### config.mk
export PLATFORM = sky130hd
export DESIGN_NAME = cordic_shift_sequencer_flat
export DESIGN_NICKNAME = d
export VERILOG_FILES = /design/src/rtl/cordic_shift_sequencer_if.sv /design/src/rtl/cordic_shift_sequencer.sv /design/src/flat_wrapper.sv
export SDC_FILE = /design/constraint.sdc
export NUM_CORES = 1
export LEC_CHECK = 0
export CAP_MARGIN = 40
export CORE_ASPECT_RATIO = 1.5
export CORE_MARGIN = 4
export CORE_UTILIZATION = 30
export CTS_CLUSTER_SIZE = 28
export DETAILED_ROUTE_END_ITERATION = 16
export GPL_TIMING_DRIVEN = 0
export PLACE_DENSITY = 0.5
export SYNTH_ARGS = -nofsm -noshare
export SYNTH_HDL_FRONTEND = slang
export SYNTH_SLANG_ARGS = --single-unit
### constraint.sdc
create_clock -name clk -period 3.4 [get_ports clk]
set_clock_uncertainty 0.2 [all_clocks]
set_input_delay 0.68 -clock clk [delete_from_list [all_inputs] [get_ports clk]]
set_output_delay 0.68 -clock clk [all_outputs]
set_load 0.1 [all_outputs]
### src/rtl/cordic_shift_sequencer_if.sv
// rtl/cordic_shift_sequencer_if.sv - function control, operands/results and shared shifter/ROM signals
interface cordic_shift_sequencer_if;
  logic       start;
  logic [7:0] x_in;
  logic [7:0] y_in;
  logic [7:0] z_in;
  logic       busy;
  logic       done;
  logic [7:0] x_out;
  logic [7:0] y_out;
  logic [7:0] z_out;
  logic [7:0] sh_a;
  logic [2:0] sh_i;
  logic [7:0] sh_result;
  logic [2:0] rom_addr;
  logic [7:0] rom_data;

  modport master (
    output start, x_in, y_in, z_in, sh_result, rom_data,
    input  busy, done, x_out, y_out, z_out, sh_a, sh_i, rom_addr
  );

  modport slave (
    input  start, x_in, y_in, z_in, sh_result, rom_data,
    output busy, done, x_out, y_out, z_out, sh_a, sh_i, rom_addr
  );
endinterface

### src/rtl/cordic_shift_sequencer.sv
// rtl/cordic_shift_sequencer.sv - rotation-mode CORDIC sequencer over one shared logical shifter
module cordic_shift_sequencer #(
  parameter int WIDTH = 8,
  parameter int ITER  = 8
) (
  input  logic                      clk,
  input  logic                      rst_n,
  cordic_shift_sequencer_if.slave   bus
);

  typedef enum logic [2:0] {IDLE, SHIFT_X, SHIFT_Y, UPDATE, DONE} state_t;

  localparam logic [2:0] K_LAST = 3'(ITER - 1);

  state_t           state;
  state_t           state_nx;
  logic [WIDTH-1:0] x;
  logic [WIDTH-1:0] y;
  logic [WIDTH-1:0] z;
  logic [WIDTH-1:0] xs;
  logic [WIDTH-1:0] ys;
  logic [2:0]       k;
  logic             busy;
  logic             done;
  logic [WIDTH-1:0] sh_a;
  logic             last_iter;

  assign last_iter = (k == K_LAST);

  always_ff @(posedge clk or negedge rst_n) begin
    if (!rst_n) state <= IDLE;
    else        state <= state_nx;
  end

  always_comb begin
    state_nx = state;
    busy     = 1'b0;
    done     = 1'b0;
    sh_a     = '0;
    case (state)
      IDLE: begin
        if (bus.start) state_nx = SHIFT_X;
      end
      SHIFT_X: begin
        busy     = 1'b1;
        // Inverting a negative operand around the logical shift yields floor division.
        sh_a     = x[WIDTH-1] ? ~x : x;
        state_nx = SHIFT_Y;
      end
      SHIFT_Y: begin
        busy     = 1'b1;
        sh_a     = y[WIDTH-1] ? ~y : y;
        state_nx = UPDATE;
      end
      UPDATE: begin
        busy     = 1'b1;
        state_nx = last_iter ? DONE : SHIFT_X;
      end
      DONE: begin
        done     = 1'b1;
        state_nx = IDLE;
      end
      default: state_nx = IDLE;
    endcase
  end

  always_ff @(posedge clk or negedge rst_n) begin
    if (!rst_n) begin
      x  <= '0;
      y  <= '0;
      z  <= '0;
      xs <= '0;
      ys <= '0;
      k  <= '0;
    end else begin
      case (state)
        IDLE: begin
          if (bus.start) begin
            x <= bus.x_in;
            y <= bus.y_in;
            z <= bus.z_in;
            k <= '0;
          end
        end
        SHIFT_X: xs <= x[WIDTH-1] ? ~bus.sh_result : bus.sh_result;
        SHIFT_Y: ys <= y[WIDTH-1] ? ~bus.sh_result : bus.sh_result;
        UPDATE: begin
          if (!z[WIDTH-1]) begin
            x <= x - ys;
            y <= y + xs;
            z <= z - bus.rom_data;
          end else begin
            x <= x + ys;
            y <= y - xs;
            z <= z + bus.rom_data;
          end
          if (!last_iter) k <= k + 3'd1;
        end
        default: ;
      endcase
    end
  end

  assign bus.busy     = busy;
  assign bus.done     = done;
  assign bus.sh_a     = sh_a;
  assign bus.sh_i     = k;
  assign bus.rom_addr = k;
  assign bus.x_out    = x;
  assign bus.y_out    = y;
  assign bus.z_out    = z;

endmodule

### src/flat_wrapper.sv
// flat-port wrapper written by rule: the top's interface ports become plain ports
module cordic_shift_sequencer_flat 
#(
  parameter int WIDTH = 8,
  parameter int ITER  = 8
)
  (clk, rst_n, bus_start, bus_x_in, bus_y_in, bus_z_in, bus_sh_result, bus_rom_data, bus_busy, bus_done, bus_x_out, bus_y_out, bus_z_out, bus_sh_a, bus_sh_i, bus_rom_addr);
  cordic_shift_sequencer_if bus_i ();
  input  logic clk;
  input  logic rst_n;
  input wire logic [$bits(bus_i.start)-1:0] bus_start;
  input wire logic [$bits(bus_i.x_in)-1:0] bus_x_in;
  input wire logic [$bits(bus_i.y_in)-1:0] bus_y_in;
  input wire logic [$bits(bus_i.z_in)-1:0] bus_z_in;
  input wire logic [$bits(bus_i.sh_result)-1:0] bus_sh_result;
  input wire logic [$bits(bus_i.rom_data)-1:0] bus_rom_data;
  output wire logic [$bits(bus_i.busy)-1:0] bus_busy;
  output wire logic [$bits(bus_i.done)-1:0] bus_done;
  output wire logic [$bits(bus_i.x_out)-1:0] bus_x_out;
  output wire logic [$bits(bus_i.y_out)-1:0] bus_y_out;
  output wire logic [$bits(bus_i.z_out)-1:0] bus_z_out;
  output wire logic [$bits(bus_i.sh_a)-1:0] bus_sh_a;
  output wire logic [$bits(bus_i.sh_i)-1:0] bus_sh_i;
  output wire logic [$bits(bus_i.rom_addr)-1:0] bus_rom_addr;
  assign bus_i.start = bus_start;
  assign bus_i.x_in = bus_x_in;
  assign bus_i.y_in = bus_y_in;
  assign bus_i.z_in = bus_z_in;
  assign bus_i.sh_result = bus_sh_result;
  assign bus_i.rom_data = bus_rom_data;
  assign bus_busy = bus_i.busy;
  assign bus_done = bus_i.done;
  assign bus_x_out = bus_i.x_out;
  assign bus_y_out = bus_i.y_out;
  assign bus_z_out = bus_i.z_out;
  assign bus_sh_a = bus_i.sh_a;
  assign bus_sh_i = bus_i.sh_i;
  assign bus_rom_addr = bus_i.rom_addr;
  cordic_shift_sequencer #(.WIDTH(WIDTH), .ITER(ITER)) u_core (.clk(clk), .rst_n(rst_n), .bus(bus_i));
endmodule
==> results.toml <==
[drt]
finalWirelength_mm = 11.1
drc = 0
vias_per_cell = 4.83
drtPass1Iterations = 4
vias = 3335
wire_per_inst_um = 16.0
drtIter0Drc = 86
ant_nets = 0

[sta]
slew_headroom_pct = 56.8
setup_viol = 0
finalHoldViolCount = 0
period_minus_slack_ps = 3200
worstMarginPinSlew_ps = 649
drv_slew = 0
holdWs_ps = 102
rsz0062_at_grt = "no"
max_freq_mhz = 312
tns_ps = 0
finalCritPeriodShare_pct = 94.2

[floorplan]
pin_count = 83
coreArea_um2 = 12000
die_w_um = 98.3
dieArea_um2 = 14100
die_h_um = 144
initial_core_util_pct = 30.6
rows = 49

[yosys]
synth_cells = 412
synth_seq_cells = 46
synth_area_per_cell_um2 = 8.91
synth_area_leaders = "dfrtp_1 (31%), ha_1 (10%), xnor2_1 (8.8%)"
yosysWarningCount = 0
ys_seq_area_share_pct = 31.3
synth.most_common_cell = "dfrtp_1"
synth-main-ff-cell = "dfrtp_1"
synth_top_area_share_pct = 31.3
netlist_top_cells_count = "dfrtp_1 (46), xnor2_1 (37), nand2_1 (35)"
syn-num-nets = 488
ys_types = 41
synthArstFlopShare_pct = 100
mappedNetlistArea_um2 = 3670
yosys.area.top_type = "dfrtp_1"
synth_edf_count = 0

[job]
drv_cap = 0

[cts]
cts_buffers = 5
insertion_delay_ps = 300
cts_hold_buf = 0
cts_max_level = 2
clock-sinks = 46
tritoncts = "done"
postCtsSetupBuffers = 0
clk_pin_slew_ps = 70
root_buffer = "clkbuf_16"
cts_resized = 1
clk_path_buf_depth = 2

[setup_path]
path_cells = "buf_2 -> buf_2 -> xnor2_1 -> o22ai_2 -> clkdlybuf4s50_1 -> buf_8"
crit_required_ps = 2520
critPathBufInv = 4
crit_arrival_ps = 2320
critPathKind = "register to primary output"
cp_common_cell = "buf_2"
max_stage_delay_ps = 540
startpoint_type = "register"
critPathTopFamily = "buffers and inverters"
critPathMaxFanout = 10
cp.depth = 6
rr_worst_depth = 9
endpoint_kind = "primary output"
cpMaxStageDelayCell = "clkdlybuf4s50_1"

[status]
status = "finished clean"

[global_routing]
grt_antenna_before_repair = 0
first_global_vias = 3434
grt_overflow = 0
grt_pass1_wl_mm = 17.7
grt_max_degree = 33
grt_use_total_pct = 16.0

[place]
place_hpwl_mm = 8.84
io_buffers = 81
place.gp.congestion = 0.844
place_area_um2 = 5320

[cells_and_area]
drive_gt1_share_pct = 15.6
final_nets = 613
area_growth_pct = 49.3
design_area_um2 = 5480
insertedDiodeCount = 0

[hold_path]
hp-class = "input port to asynchronous set/reset pin"
## layout by cell type (no fill, tap or decap), types with 2 or more instances in the layout
master            n
a211oi_1          9
buf_4             5
o21ai_0          32
a21oi_1          25
dfrtp_1          45
mux2i_1          15
and3_1            2
nand3_1           5
o41ai_1           2
inv_1            19
clkbuf_16         5
nor3_1           11
xnor2_1          37
a31oi_1          11
a22o_1            2
and2_1            3
clkbuf_8          3
nor2b_1           6
xor2_1           25
buf_8            39
nor2_1           22
buf_6             3
nor4_1            2
clkdlybuf4s50_1  80
ha_1             30
and3b_1           2
o21ai_1          11
mux2_2            5
buf_2             9
clkbuf_1          5
fa_1              3
a21o_1            4
nand2_1          34
o21bai_1          2
nand2b_1          5
o22ai_2           7
## registers in the layout, summed over array words and instances, names as in the netlist
register and count:
u_core.bus.rom_addr 3, u_core.bus.x_out 8, u_core.ys 8, u_core.bus.z_out 8
u_core.xs 8, u_core.bus.y_out 8, u_core.state 3
## cell type report
type                            instances  area [µm²]
Fill cell                            1208        6540
Sequential cell                        46        1150
Clock buffer                            8         166
Inverter                               19        71.3
Tap cell                              153         191
Timing Repair Buffer                  121        1410
Multi-Input combinational cell        322        2350
Buffer                                 22         135
## per-stage QoR
| stage | util, % | instances | worst slack [ps] |
|---|---|---|---|
| floorplan | - | 412 | 6.97 |
| detailed placement | 44.3 | 686 | -160 |
| global placement | 39.3 | 646 | -263 |
| CTS | 45.6 | 692 | 8.71 |
| global route | 45.6 | 691 | 25.9 |
| finish | 45.6 | 691 | 198 |
## cells by family after synthesis
family | Yosys count | synth area share [%]
AOI/OAI and AO/OA | 106 | 16.7
buffers and inverters | 44 | 5.89
other | 1 | 0.102
DFF | 46 | 31.3
adders and majority gates | 33 | 11.9
muxes | 21 | 5.93
and+or+nand+nor | 99 | 13.4
xor gates and xnor gates | 62 | 14.8
## path summary, 6_finish.rpt
kind | start | end | slack, ps
max reg2reg | u_core.bus.z_out[7]$_DFFE_PN0P_ | u_core.bus.z_out[7]$_DFFE_PN0P_ | 580
min reg2reg | u_core.ys[7]$_DFFE_PN0P_ | u_core.ys[7]$_DFFE_PN0P_ | 300
min | rst_n | u_core.bus.z_out[5]$_DFFE_PN0P_ | 100
min in group clk | u_core.ys[7]$_DFFE_PN0P_ | u_core.ys[7]$_DFFE_PN0P_ | 300
max | u_core.bus.x_out[7]$_DFFE_PN0P_ | bus_sh_a[2] | 200
max in group asynchronous | rst_n | u_core.bus.z_out[7]$_DFFE_PN0P_ | 2370
## metal layers
| metal | up-vias | global-route usage (%) | routed length, µm |
|---|---|---|---|
| met5 | - | 0 | 0 |
| met4 | 0 | 5.25 | 175 |
| met3 | 8 | 2.38 | 464 |
| met2 | 79 | 30.4 | 5970 |
| met1 | 1572 | 18.0 | 4450 |
| li1 | 1676 | - | - |
Power is not shown: default switching activity piles up to over one toggle a cycle in this logic, so the estimate is an artifact.
